[config.mk]
export PLATFORM = sky130hd
export DESIGN_NAME = sisc_exec_ctrl
export DESIGN_NICKNAME = d
export VERILOG_FILES = /design/src/rtl/sisc_exec_ctrl.sv
export SDC_FILE = /design/constraint.sdc
export NUM_CORES = 1
export LEC_CHECK = 0
export ABC_AREA = 1
export CORE_ASPECT_RATIO = 1.75
export CORE_MARGIN = 3
export CORE_UTILIZATION = 39
export CTS_BUF_LIST = sky130_fd_sc_hd__clkbuf_4
export DETAILED_ROUTE_END_ITERATION = 6
export GPL_TIMING_DRIVEN = 0
export PLACE_DENSITY_LB_ADDON = 0.05
export REMOVE_ABC_BUFFERS = 1
export SETUP_SLACK_MARGIN = 0.3
export SYNTH_ARGS = -nofsm -noshare
export SYNTH_HDL_FRONTEND = slang
export SYNTH_SLANG_ARGS = --single-unit
[constraint.sdc]
create_clock -name clk -period 12.8 [get_ports clk]
set_input_delay 1.92 -clock clk [delete_from_list [all_inputs] [get_ports clk]]
set_output_delay 1.92 -clock clk [all_outputs]
set_load 0.03 [all_outputs]
[src/rtl/sisc_exec_ctrl.sv]
// Execute-stage datapath (ALU, status flags, branch target) and the multi-cycle
// control FSM of the SISC processor.
module sisc_exec_ctrl (
  input  logic        clk,
  input  logic        rst_f,
  input  logic [31:0] instr,
  input  logic [31:0] rsa,
  input  logic [31:0] rsb,
  input  logic [15:0] pc_in,
  input  logic [3:0]  stat_q,
  output logic [31:0] alu_result,
  output logic [3:0]  stat_out,
  output logic        stat_en,
  output logic [15:0] br_addr,
  output logic        rf_we,
  output logic        wb_sel,
  output logic        br_sel,
  output logic        pc_rst,
  output logic        pc_write,
  output logic        pc_sel,
  output logic        rb_sel,
  output logic        ir_load,
  output logic        halted
);

  typedef enum logic [2:0] {
    S_RESET, S_START, S_FETCH, S_DECODE, S_EXECUTE, S_MEM, S_WRITEBACK, S_HALT
  } state_e;

  localparam logic [3:0] OP_ALU  = 4'h1;
  localparam logic [3:0] OP_ADDI = 4'h2;
  localparam logic [3:0] OP_BRA  = 4'h4;
  localparam logic [3:0] OP_BRR  = 4'h5;
  localparam logic [3:0] OP_BNE  = 4'h6;
  localparam logic [3:0] OP_BNR  = 4'h7;
  localparam logic [3:0] OP_HLT  = 4'hF;

  localparam logic [3:0] FN_ADD = 4'h0;
  localparam logic [3:0] FN_SUB = 4'h1;
  localparam logic [3:0] FN_NOT = 4'h2;
  localparam logic [3:0] FN_AND = 4'h3;
  localparam logic [3:0] FN_OR  = 4'h4;
  localparam logic [3:0] FN_XOR = 4'h5;
  localparam logic [3:0] FN_SHL = 4'h6;
  localparam logic [3:0] FN_SHR = 4'h7;

  state_e state_q, state_d;

  logic [3:0]  opcode, mm, alu_fn;
  logic [15:0] imm;
  logic [31:0] op_b, alu_res;
  logic [32:0] sum_w, dif_w;
  logic        flag_c, flag_v;
  logic        is_alu, is_br, br_abs, br_inv, cond_hit, br_taken;
  logic        unused_fields;

  function automatic logic add_ovf(input logic [31:0] a, input logic [31:0] b,
                                   input logic [31:0] r);
    return (a[31] == b[31]) && (r[31] != a[31]);
  endfunction

  function automatic logic sub_ovf(input logic [31:0] a, input logic [31:0] b,
                                   input logic [31:0] r);
    return (a[31] != b[31]) && (r[31] != a[31]);
  endfunction

  assign opcode = instr[31:28];
  assign mm     = instr[27:24];
  assign imm    = instr[15:0];
  assign unused_fields = ^instr[23:16];

  assign is_alu   = (opcode == OP_ALU) || (opcode == OP_ADDI);
  assign is_br    = (opcode == OP_BRA) || (opcode == OP_BRR) ||
                    (opcode == OP_BNE) || (opcode == OP_BNR);
  assign br_abs   = (opcode == OP_BRA) || (opcode == OP_BNE);
  assign br_inv   = (opcode == OP_BNE) || (opcode == OP_BNR);
  assign cond_hit = (mm == 4'h0) || ((mm & stat_q) != 4'h0);
  // The inverse forms complement the whole condition, so mm == 0 never branches.
  assign br_taken = is_br && (cond_hit ^ br_inv);

  // ADDI reuses the ADD path with a sign-extended immediate as operand B.
  assign op_b   = (opcode == OP_ADDI) ? {{16{imm[15]}}, imm} : rsb;
  assign alu_fn = (opcode == OP_ADDI) ? FN_ADD : instr[3:0];
  assign sum_w  = {1'b0, rsa} + {1'b0, op_b};
  assign dif_w  = {1'b0, rsa} + {1'b0, ~op_b} + 33'd1;

  always_comb begin
    alu_res = rsa;
    flag_c  = 1'b0;
    flag_v  = 1'b0;
    case (alu_fn)
      FN_ADD: begin
        alu_res = sum_w[31:0];
        flag_c  = sum_w[32];
        flag_v  = add_ovf(rsa, op_b, sum_w[31:0]);
      end
      FN_SUB: begin
        alu_res = dif_w[31:0];
        flag_c  = dif_w[32];
        flag_v  = sub_ovf(rsa, op_b, dif_w[31:0]);
      end
      FN_NOT:  alu_res = ~rsa;
      FN_AND:  alu_res = rsa & op_b;
      FN_OR:   alu_res = rsa | op_b;
      FN_XOR:  alu_res = rsa ^ op_b;
      FN_SHL:  alu_res = rsa << op_b[4:0];
      FN_SHR:  alu_res = rsa >> op_b[4:0];
      default: alu_res = rsa;
    endcase
  end

  assign alu_result = alu_res;
  assign stat_out   = {flag_c, alu_res[31], flag_v, (alu_res == 32'd0)};
  assign br_addr    = br_sel ? imm : (pc_in + imm);

  always_ff @(posedge clk or negedge rst_f) begin
    if (!rst_f) state_q <= S_RESET;
    else        state_q <= state_d;
  end

  always_comb begin
    state_d = state_q;
    case (state_q)
      S_RESET:     state_d = S_START;
      S_START:     state_d = S_FETCH;
      S_FETCH:     state_d = S_DECODE;
      S_DECODE:    state_d = (opcode == OP_HLT) ? S_HALT : S_EXECUTE;
      S_EXECUTE:   state_d = S_MEM;
      S_MEM:       state_d = S_WRITEBACK;
      S_WRITEBACK: state_d = S_FETCH;
      S_HALT:      state_d = S_HALT;
      default:     state_d = S_RESET;
    endcase
  end

  always_comb begin
    stat_en  = 1'b0;
    rf_we    = 1'b0;
    wb_sel   = 1'b0;
    br_sel   = 1'b0;
    pc_rst   = 1'b0;
    pc_write = 1'b0;
    pc_sel   = 1'b0;
    rb_sel   = 1'b0;
    ir_load  = 1'b0;
    halted   = 1'b0;
    case (state_q)
      S_RESET, S_START: pc_rst = 1'b1;
      S_FETCH: begin
        ir_load  = 1'b1;
        pc_write = 1'b1;
      end
      S_DECODE: begin
        if (br_taken) begin
          pc_write = 1'b1;
          pc_sel   = 1'b1;
          br_sel   = br_abs;
        end
      end
      S_EXECUTE:   stat_en = is_alu;
      S_WRITEBACK: rf_we   = is_alu;
      S_HALT:      halted  = 1'b1;
      default: ;
    endcase
  end

endmodule

==> results.cfg, run 1 <==
[placement]
portBuffers = 169
gp_congestion = 1.02
hpwl_mm = 50.4
dp_worst_setup_slack_ns = 2.95

[clock_network]
cts_max_level = 1
clk_pin_slew_ns = 0.03
cts_setup_buffers = 0
cts_tree = built
insertion_delay_ns = 0.23
cts_hold_buf = 0
cts_buffers = 3
cts.sinks = 3
cts_root_buffer = clkbuf_4
clock_path_buffers = 2
ctsResizeCount = 0

[logic_synthesis]
yosysTopAreaCell = nand2_1
netlist.area_leader.share_pct = 21.2
synthTopCellsByCount = 641 x nand2_1, 412 x nand3_1, 277 x inv_1
ys_types = 52
synthFlopType = dfrtp_1
synth-adder-area-share_pct = 12.7
synth-compound-area-share_pct = 17.2
synth_top_family_by_area = simple AND/OR/NAND/NOR gates
avgSynthCellArea_um2 = 4.96
synthSimpleGateAreaFrac_pct = 54.0
ys_ff_latch = 3
synth_area_um2 = 11400
synthMuxAreaShare_pct = 0
async_flop_share_pct = 100
syn_inst = 2290
yosysMostFrequentCell = nand2_1
synthXorXnorAreaFrac_pct = 0.924
synth_enable_flop_cells = 0
seq_area_frac_synth_pct = 0.660
yosys_warnings = 0
synth.area.top_cells = nand2_1 21%, nand3_1 18%, ha_1 12%

[pwr]
internal-power_uw = 269
p_sw_share_pct = 66.1
irDropWorstVdd_mv = 0.100
totalPowerFinal_uw = 794
power_density_nw_per_um2 = 60.7
pwr-share-seq_pct = 2.5
pwr-share-clk_pct = 2.4
cellLeakagePower_nw = 6.56
combPwrFrac_pct = 95.2
power_switching_uw = 525

[layout]
regArea_um2 = 75.1
multiInputGateArea_um2 = 9660
drive_gt1_share_pct = 2.71
final_nets = 2596
fin_util_pct = 45.5
synthToLayoutAreaGrowth_pct = 15.0
nFillCells = 3359

[drt]
wl_per_cell_um = 22.6
num_vias = 15890
drc = 0
drt_pre_antenna_iters = 6
drt_iter0_drc = 1708
antenna_left = 0
wl_mm = 62.0
via_per_inst = 5.80

[grt]
grtUsageTotal_pct = 38.2
antenna_found_initial = 2
grt_pass1_wl_mm = 90.9
grt.overflow.total = 0
grt_use_met3_pct = 5.42
busiest_layer = met2
grt_use_met2_pct = 66.1
grt_pass1_vias = 15463
grt_start_max_net_pins = 69
use_met1_pct = 37.7

[setup_path]
critPathLaunchType = input pin
arrival_ns = 8.06
criticalPathCategory = in2out
cp-end-kind = output port
required_ns = 10.88
cp_max_fo = 65

[sta]
worstMarginPinSlew_ns = 1.27
hold_violations = 0
fin_tns_setup_ns = 0
setup_viol = 0
finalWorstSetupSlack_ns = 2.82
fmax_mhz = 100
slew_violations = 0
fin_crit_sh_pct = 78.0
fin_worst_skew_ns = 0.00637
fin_crit_ns = 9.98
grt_setup_unrepaired = false
slew_headroom_pct = 15.2
holdWs_ns = 0.573

[min_path]
hold_path_class = reg2reg

[floorplan]
ioPinCount = 180
die_area_um2 = 31300
core_area_um2 = 28700
die_h_um = 232
dieWidth_um = 135
rows = 82
initial_core_util_pct = 39.6

[outcome]
status = completed

[run]
cap_violations = 0
## critical path: stages
cell and delay (ns):
clkdlybuf4s50_1 0.52, inv_2 0.10, nor2_8 0.19, nand2_4 0.28, nand2_2 0.16, nand2_2 0.68
inv_2 1.26, nand2_1 0.16, nand3_1 0.34, nand2_1 0.12, nand3_1 0.17, nand2_1 0.10
nand2_1 0.07, nand2_1 0.05, nand3_1 0.15, nand2_1 0.07, nand2_1 0.13, nand2_1 0.07
nor2_1 0.10, nand2_1 0.06, nor2_1 0.31, nand3_1 0.16, nor2_1 0.13, clkdlybuf4s50_1 0.68
## layout by cell type (no fill, tap or decap), types with 5 or more instances in the layout
cell / instances
nand2_1: 641
nand3_1: 412
inv_1: 277
nor2_1: 256
clkdlybuf4s50_1: 169
o21ai_0: 140
a21oi_1: 127
ha_1: 112
nand4_1: 27
nor3_1: 24
inv_2: 14
o22ai_1: 13
o211ai_1: 13
nand2_2: 11
o21ai_1: 11
xor2_1: 9
o21bai_1: 8
a21boi_0: 7
a211oi_1: 7
nand2_4: 6
or2_2: 6
o21a_1: 6
nor4_1: 5
nor2_2: 5
## power by group through the flow
stage | combinational [mW] | clock [mW] | sequential, mW
global route | 0.817 | 0.0204 | 0.0209
floorplan | 0.456 | 0 | 0.0185
finish | 0.755 | 0.0188 | 0.0196
detailed placement | 0.734 | 0 | 0.0197
CTS | 0.739 | 0.0197 | 0.0196
global placement | 0.732 | 0 | 0.0196
## through the flow
stage | instance area, um2 | instances
after detailed placement | 13000 | 2737
after CTS | 13100 | 2741
after floorplan | 10800 | 2187
after global placement | 13000 | 2734
final | 13100 | 2742
after global routing | 13100 | 2742
## final cells by class
class / instances / area share, %
tap: 378 / 3.62
multi-input combinational: 1891 / 73.9
inverter: 293 / 8.41
sequential: 3 / 0.574
clock buffer: 4 / 0.230
timing repair buffer: 172 / 13.3
antenna: 1 / 0.0191
## path summary, 6_finish.rpt
kind	start	end	slack [ns]	cells after the start
min reg2reg	state_q[0]$_DFF_PN0_	register	0.57	2
min in group asynchronous	rst_f	state_q[1]$_DFF_PN0_	1.86	1
max in group asynchronous	rst_f	async pin	10.79	1
max reg2reg	state_q[1]$_DFF_PN0_	state_q[0]$_DFF_PN0_	11.60	5
min	state_q[0]$_DFF_PN0_	register	0.57	2
max	instr[29]	stat_out[0]	2.82	24
## cells by family after synthesis
group,after synthesis
compound gates,352
buf+inv,397
flops,3
other cells,1
simple gates,1411
fa+ha+maj,114
xor+xnor,12
## per-layer routing
metal | up-vias | share of wire (%)
met2 | 882 | 47
met3 | 277 | 6.6
met4 | 2 | 12
li1 | 7649 | -
met1 | 7080 | 33
met5 | - | 0.031
Note: power is estimated with default switching activity, not from simulation.
==> inputs of run 2 (changes only) <==
==> constraint.sdc (replaced) <==
create_clock -name clk -period 10.3 [get_ports clk]
set_input_delay 1.545 -clock clk [delete_from_list [all_inputs] [get_ports clk]]
set_output_delay 1.545 -clock clk [all_outputs]
set_load 0.03 [all_outputs]
==> results of run 2 <==
Same layout as run 1 (identical final DEF). Status: completed.
Main changes from that run: setup slack after placement 2.95 ns -> 1.20 ns; setup slack after layout 2.82 ns -> 1.07 ns; register-to-register setup slack 11.60 ns -> 9.10 ns; total power 0.794 mW -> 0.986 mW; worst IR drop on VDD 0.100 mV -> 0.125 mV
